**src/rtl/axis_bram_reader.sv**
```systemverilog
// Streams a block of BRAM words (BRAM-major walk) out as AXI-Stream with TLAST on the final beat.
// Latency: start edge N -> first read strobe sampled N+1 -> first tvalid sampled N+3; 1 beat/cycle sustained.
// Backpressure: reads are gated on output FIFO space, so tready may stall indefinitely without loss.
module axis_bram_reader #(
    parameter int DATA_WIDTH = 16,
    parameter int ADDR_WIDTH = 9,
    parameter int SEL_WIDTH  = 3,
    parameter int CNT_WIDTH  = 16
) (
    input  logic                  aclk,
    input  logic                  areset,
    input  logic                  start,
    input  logic [SEL_WIDTH-1:0]  rd_bram_start,
    input  logic [SEL_WIDTH-1:0]  rd_bram_end,
    input  logic [CNT_WIDTH-1:0]  rd_addr_start,
    input  logic [CNT_WIDTH-1:0]  rd_addr_count,
    output logic                  busy,
    output logic                  done,
    output logic                  bram_rd_en,
    output logic [ADDR_WIDTH-1:0] bram_rd_addr,
    output logic [SEL_WIDTH-1:0]  mux_sel,
    input  logic [DATA_WIDTH-1:0] bram_rd_data,
    output logic [DATA_WIDTH-1:0] m_axis_tdata,
    output logic                  m_axis_tvalid,
    input  logic                  m_axis_tready,
    output logic                  m_axis_tlast
);

    localparam int BEAT_W = CNT_WIDTH + SEL_WIDTH;

    typedef enum logic [1:0] {S_IDLE, S_ISSUE, S_DRAIN, S_DONE} state_t;

    state_t                  state_q, state_d;
    logic [SEL_WIDTH-1:0]    sel_q, sel_end_q, mux_sel_q;
    logic [ADDR_WIDTH-1:0]   addr_base_q;
    logic [CNT_WIDTH-1:0]    cnt_q, idx_q;
    logic [BEAT_W-1:0]       beat_q, total_q;
    logic                    empty_q;
    logic                    rd_vld_q, rd_last_q;

    logic                    rd_en, pop, issue_ok, last_rd;
    logic [SEL_WIDTH:0]      span;
    logic [BEAT_W-1:0]       total_d;
    logic                    empty_d;
    logic [1:0]              fifo_occ;
    logic [DATA_WIDTH:0]     fifo_head;
    logic                    unused_addr_hi;

    assign unused_addr_hi = ^rd_addr_start[CNT_WIDTH-1:ADDR_WIDTH];

    assign span    = {1'b0, rd_bram_end} - {1'b0, rd_bram_start} + (SEL_WIDTH+1)'(1);
    assign total_d = BEAT_W'(rd_addr_count) * BEAT_W'(span);
    assign empty_d = (rd_addr_count == '0) || (rd_bram_end < rd_bram_start);

    assign pop     = m_axis_tvalid & m_axis_tready;
    // The read issued now lands in the FIFO next edge; the one returning now lands this edge.
    assign issue_ok = ({1'b0, fifo_occ} + {2'b00, rd_vld_q}) <= (3'd1 + {2'b00, pop});
    assign last_rd  = (beat_q == total_q - BEAT_W'(1));

    always_comb begin
        state_d = state_q;
        rd_en   = 1'b0;
        case (state_q)
            S_IDLE:  if (start) state_d = S_ISSUE;
            S_ISSUE: begin
                if (empty_q) begin
                    state_d = S_DONE;
                end else if (issue_ok) begin
                    rd_en = 1'b1;
                    if (last_rd) state_d = S_DRAIN;
                end
            end
            S_DRAIN: if (pop && m_axis_tlast) state_d = S_DONE;
            S_DONE:  state_d = S_IDLE;
            default: state_d = S_IDLE;
        endcase
    end

    always_ff @(posedge aclk) begin
        if (areset) begin
            state_q     <= S_IDLE;
            sel_q       <= '0;
            sel_end_q   <= '0;
            mux_sel_q   <= '0;
            addr_base_q <= '0;
            cnt_q       <= '0;
            idx_q       <= '0;
            beat_q      <= '0;
            total_q     <= '0;
            empty_q     <= 1'b0;
            rd_vld_q    <= 1'b0;
            rd_last_q   <= 1'b0;
        end else begin
            state_q   <= state_d;
            rd_vld_q  <= rd_en;
            rd_last_q <= rd_en & last_rd;
            if (rd_en) mux_sel_q <= sel_q;

            if (state_q == S_IDLE && start) begin
                sel_q       <= rd_bram_start;
                sel_end_q   <= rd_bram_end;
                addr_base_q <= rd_addr_start[ADDR_WIDTH-1:0];
                cnt_q       <= rd_addr_count;
                idx_q       <= '0;
                beat_q      <= '0;
                total_q     <= total_d;
                empty_q     <= empty_d;
            end else if (rd_en) begin
                beat_q <= beat_q + BEAT_W'(1);
                if (idx_q == cnt_q - CNT_WIDTH'(1)) begin
                    idx_q <= '0;
                    if (sel_q != sel_end_q) sel_q <= sel_q + SEL_WIDTH'(1);
                end else begin
                    idx_q <= idx_q + CNT_WIDTH'(1);
                end
            end
        end
    end

    axis_bram_reader_fifo #(
        .WIDTH (DATA_WIDTH + 1),
        .DEPTH (2)
    ) u_out_fifo (
        .clk      (aclk),
        .rst      (areset),
        .push_vld (rd_vld_q),
        .push_dat ({rd_last_q, bram_rd_data}),
        .pop      (pop),
        .head_dat (fifo_head),
        .occ      (fifo_occ)
    );

    assign busy          = (state_q == S_ISSUE) || (state_q == S_DRAIN);
    assign done          = (state_q == S_DONE);
    assign bram_rd_en    = rd_en;
    assign bram_rd_addr  = addr_base_q + idx_q[ADDR_WIDTH-1:0];
    assign mux_sel       = mux_sel_q;
    assign m_axis_tvalid = (fifo_occ != 2'd0);
    assign m_axis_tdata  = fifo_head[DATA_WIDTH-1:0];
    assign m_axis_tlast  = fifo_head[DATA_WIDTH];

endmodule

// Generic show-ahead FIFO: head_dat is the oldest entry whenever occ != 0.
// Latency: a push is visible at the head the cycle after the push edge.
// Backpressure: none internally; the caller must not push when full or pop when empty.
module axis_bram_reader_fifo #(
    parameter int WIDTH = 8,
    parameter int DEPTH = 2
) (
    input  logic                       clk,
    input  logic                       rst,
    input  logic                       push_vld,
    input  logic [WIDTH-1:0]           push_dat,
    input  logic                       pop,
    output logic [WIDTH-1:0]           head_dat,
    output logic [$clog2(DEPTH+1)-1:0] occ
);

    localparam int PTR_W = (DEPTH > 1) ? $clog2(DEPTH) : 1;
    localparam int OCC_W = $clog2(DEPTH + 1);

    logic [WIDTH-1:0] mem [DEPTH];
    logic [PTR_W-1:0] wr_ptr, rd_ptr;

    always_ff @(posedge clk) begin
        if (rst) begin
            wr_ptr <= '0;
            rd_ptr <= '0;
            occ    <= '0;
            for (int i = 0; i < DEPTH; i++) mem[i] <= '0;
        end else begin
            if (push_vld) begin
                mem[wr_ptr] <= push_dat;
                wr_ptr      <= (wr_ptr == PTR_W'(DEPTH - 1)) ? '0 : wr_ptr + PTR_W'(1);
            end
            if (pop) rd_ptr <= (rd_ptr == PTR_W'(DEPTH - 1)) ? '0 : rd_ptr + PTR_W'(1);
            case ({push_vld, pop})
                2'b10:   occ <= occ + OCC_W'(1);
                2'b01:   occ <= occ - OCC_W'(1);
                default: occ <= occ;
            endcase
        end
    end

    assign head_dat = mem[rd_ptr];

endmodule

```
**config.mk**
```make
export PLATFORM = sky130hd
export DESIGN_NAME = axis_bram_reader
export DESIGN_NICKNAME = d
export VERILOG_FILES = /design/src/rtl/axis_bram_reader.sv
export SDC_FILE = /design/constraint.sdc
export NUM_CORES = 1
export LEC_CHECK = 0
export CELL_PAD_IN_SITES_DETAIL_PLACEMENT = 0
export CELL_PAD_IN_SITES_GLOBAL_PLACEMENT = 1
export CORE_MARGIN = 8
export CORE_UTILIZATION = 44
export CTS_CLUSTER_SIZE = 40
export DETAILED_ROUTE_END_ITERATION = 7
export PLACE_DENSITY_LB_ADDON = 0.08
export SLEW_MARGIN = 20
export SYNTH_ARGS = -nofsm -noshare
export SYNTH_HDL_FRONTEND = slang
export SYNTH_HIERARCHICAL = 1
export SYNTH_SLANG_ARGS = --single-unit
export TNS_END_PERCENT = 20
```
**constraint.sdc**
```tcl
create_clock -name aclk -period 7.45 [get_ports aclk]
set_input_delay 0.745 -clock aclk [delete_from_list [all_inputs] [get_ports aclk]]
set_output_delay 0.745 -clock aclk [all_outputs]
set_load 0.02 [all_outputs]
```
==> reports/qor.csv <==
stage;metric;value;unit
worst_setup_path;Reg2Reg Capture Point;beat_q[17]$_SDFFE_PP0P_;
min_path;Min-Delay Endpoint;mux_sel[0]$_SDFFE_PP0P_;
synth;Netlist cell types;73;
synth;ys async rst share;0;
pwr;Leak;4.266;nW
clock_tree;CTS max path bufs;2;
clock_tree;Root Buffer;clkbuf_16;
final_layout;# nets final;1261;
final_layout;most frequent cells in the layout;nand2_1, nor2_1, dfxtp_1;
grt;GR Overflow Total;0;
die;Core ar.;20230;µm²
synth;Yosys reg bits;132;
grt;initial antenna violation count;0;
drt;DRC;0;
grt;vias in the first global route;7009;
worst_setup_path;Setup crit end kind;flop;
min_path;min-delay src;mux_sel[0]$_SDFFE_PP0P_;
grt;largest net degree at the start of global routing;52;
timing;RSZ-0062 raised after global routing;no;
pwr;pwr dens;321.1;nW/µm²
timing;fmax;0.1698;GHz
final_layout;n_diodes;0;
drt;Total Wirelength;21.13;mm
final_layout;Finished Layout Cells;1405;
timing;final worst setup slack;1.560;ns
timing;crit path time final;5.890;ns
worst_setup_path;Critical path origin;rd_bram_start[1];
drt;Iter 0 DRT Violations;413;
min_path;Worst Hold Depth;2;
timing;Setup Viol. Count Final;0;
clock_tree;CTS tree;yes;
clock_tree;clk sinks;132;
clock_tree;clk slew on worst S/H paths;0.06;ns
drt;vias;7184;
synth;Synth Instances;1057;
clock_tree;total CTS buffers;17;
worst_setup_path;cells on worst reg2reg path;13;
placement;dpl ws;1.116;ns
placement;# port buffers;83;
worst_setup_path;R2R Path Start;u_out_fifo/occ[0]$_SDFFE_PP0P_;
die;Starting Density;0.4479;
final_layout;layout cell share with drive strength beyond 1;0.06432;
grt;Tot GR Track Use;0.1691;
synth;YS warnings;6;
drt;Routed Antenna Nets;0;
placement;placed cells;1373;
drt;DR vias/cell;5.113;
synth;syn avg cell area;8.574;µm²
timing;pin slew with the least headroom to its limit;0.9706;ns
die;area of the die;25450;µm²
die;Die Ht;159.5;µm
clock_tree;worst skew pair latency;0.42;ns
clock_tree;H-tree depth reported by CTS;4;
drt;Avg WL per Cell;15.04;µm
worst_setup_path;Worst Setup Start Kind;primary input;
timing;period utilization;0.7906;
timing;relative slew slack;0.3529;
die;IO Pins;91;
synth;post-synthesis cell area;9062;µm²
worst_setup_path;Worst EP arrival;6.20;ns
timing;fin. max-slew vios;0;
synth;syn_nets;1196;
worst_setup_path;CP Data Required Time;7.76;ns
timing;final hold vios;0;
grt;first-pass GRT wire length;35.70;mm
die;Chip Width;159.5;µm
synth;ys flop type;dfxtp_1;
timing;Fin Setup TNS;0;ns
placement;RD Place Congestion;0.7957;
final_layout;most common cell after layout, fill and taps aside;nand2_1;
clock_tree;buffers inserted by post-CTS timing repair;0;
worst_setup_path;crit path kind;in2reg;
pwr;VDD IR max;180.0;µV
min_path;min-delay worst type;reg2reg;
clock_tree;# resized after CTS;0;
drt;1st-pass router iterations;5;
placement;post-DP HPWL;15.77;mm
run;max_cap viols;0;
clock_tree;hold_buf cts;0;
worst_setup_path;R2R Setup Slk;3.06;ns
synth;sequential share of the synthesized area;0.3291;
die;Cell Rows;52;
status;run status;finished, final reports clean;
synth;Post-synth EDFFs;34;
timing;final clock skew;0.01023;ns
final_layout;area added between synthesis and finish;17.55;%
worst_setup_path;CP max FO;16;
[Yosys cell counts (all sizes together), types with 5 or more instances]
| cell type | instances | area (µm²) |
|---|---|---|
| a211oi | 10 | 75.07 |
| a21o | 7 | 52.55 |
| a21oi | 75 | 379.1 |
| and2 | 33 | 206.5 |
| and3 | 15 | 93.84 |
| buf | 15 | 88.83 |
| clkbuf | 26 | 107.6 |
| dfxtp | 98 | 1962 |
| edfxtp | 34 | 1021 |
| fa | 31 | 620.6 |
| ha | 50 | 625.6 |
| inv | 81 | 304.0 |
| mux2 | 18 | 202.7 |
| nand2 | 131 | 491.7 |
| nand2b | 28 | 175.2 |
| nand3 | 18 | 90.09 |
| nand4 | 17 | 106.4 |
| nor2 | 115 | 431.7 |
| nor2b | 19 | 118.9 |
| nor3 | 17 | 96.35 |
| nor4 | 16 | 148.9 |
| o21ai | 21 | 116.4 |
| or3 | 7 | 43.79 |
| or4 | 5 | 42.54 |
| xnor2 | 57 | 499.2 |
| xor2 | 44 | 385.4 |
[sequential cells by signal, summed over array words and instances, names as in the netlist, named ones only]
signal and count:
u_out_fifo/mem 34, rd_last_q 1, u_out_fifo/rd_ptr 1, u_out_fifo/occ 2, empty_q 1, cnt_q 16, beat_q 19, idx_q 16
total_q 19, rd_vld_q 1, sel_end_q 3, u_out_fifo/wr_ptr 1, sel_q 3, mux_sel 3, addr_base_q 9, state_q 2
[layout make-up]
type / count / area [µm²]
clock buffers: 18 / 429.2
clock inverters: 14 / 162.7
fillers: 1949 / 9582
inverters: 81 / 304.0
multi-input cells: 803 / 5580
flip-flops and latches: 132 / 2983
well taps: 270 / 337.8
repair buffers: 87 / 855.8
[power breakdown]
part / internal (mW) / leakage [nW] / switching, mW
sequential: 0.849 / 1.15 / 0.134
combinational: 0.699 / 2.82 / 0.895
clock: 0.503 / 0.291 / 0.341
[critical path, stage by stage]
cell	delay (ns)
clkdlybuf4s50_1	0.54
inv_1	0.08
ha_1	0.29
inv_1	0.08
ha_1	0.14
inv_1	0.05
fa_1	0.89
nor2b_1	0.14
fa_1	0.52
inv_1	0.05
fa_1	0.53
inv_1	0.04
ha_1	0.36
a211oi_1	0.34
o221ai_1	0.25
a21o_1	0.22
a211o_1	0.29
a21oi_1	0.20
a21oi_1	0.11
xnor2_1	0.14
a22o_1	0.19
[cells by family after synthesis]
| group | Yosys count | synth area share |
|---|---|---|
| AOI/OAI and AO/OA | 162 | 0.1134 |
| adders and majority gates | 81 | 0.1375 |
| xor gates and xnor gates | 101 | 0.09761 |
| DFF | 132 | 0.3291 |
| and+or+nand+nor | 438 | 0.2415 |
| muxes | 21 | 0.02568 |
| buffers and inverters | 122 | 0.05522 |
[how the worst max path moves through the flow]
| stage | endpoint | slack [ns] | cells past startpoint |
|---|---|---|---|
| global placement | total_q[18]$_SDFFE_PP0P_ | 1.13 | 21 |
| global route | total_q[18]$_SDFFE_PP0P_ | 1.26 | 21 |
| floorplan | total_q[11]$_SDFFE_PP0P_ | 1.94 | 21 |
| detailed placement | total_q[18]$_SDFFE_PP0P_ | 1.12 | 21 |
| finish | total_q[18]$_SDFFE_PP0P_ | 1.56 | 21 |
| CTS | total_q[18]$_SDFFE_PP0P_ | 1.55 | 21 |
[per-stage QoR]
| stage | power, mW | hold slack, ns | cell area (µm²) | utilization |
|---|---|---|---|---|
| after floorplan | 2.193 | 0.4406 | 9062 | - |
| after global placement | 2.588 | 0.4453 | 10060 | 0.4972 |
| after detailed placement | 2.596 | 0.4523 | 10060 | 0.4972 |
| after CTS | 3.455 | 0.4616 | 10650 | 0.5265 |
| after global routing | 3.703 | 0.4887 | 10650 | 0.5265 |
| final | 3.421 | 0.4548 | 10650 | 0.5265 |
[per-layer routing]
metal	track usage	vias up	part of all wire	wire length, µm
li1	-	3710	-	-
met1	0.2314	3330	0.50	10600
met2	0.2652	122	0.45	9518
met3	0.03283	22	0.036	763
met4	0.04974	0	0.011	241
met5	0	-	0	0
(Power assumes the default switching activity.)
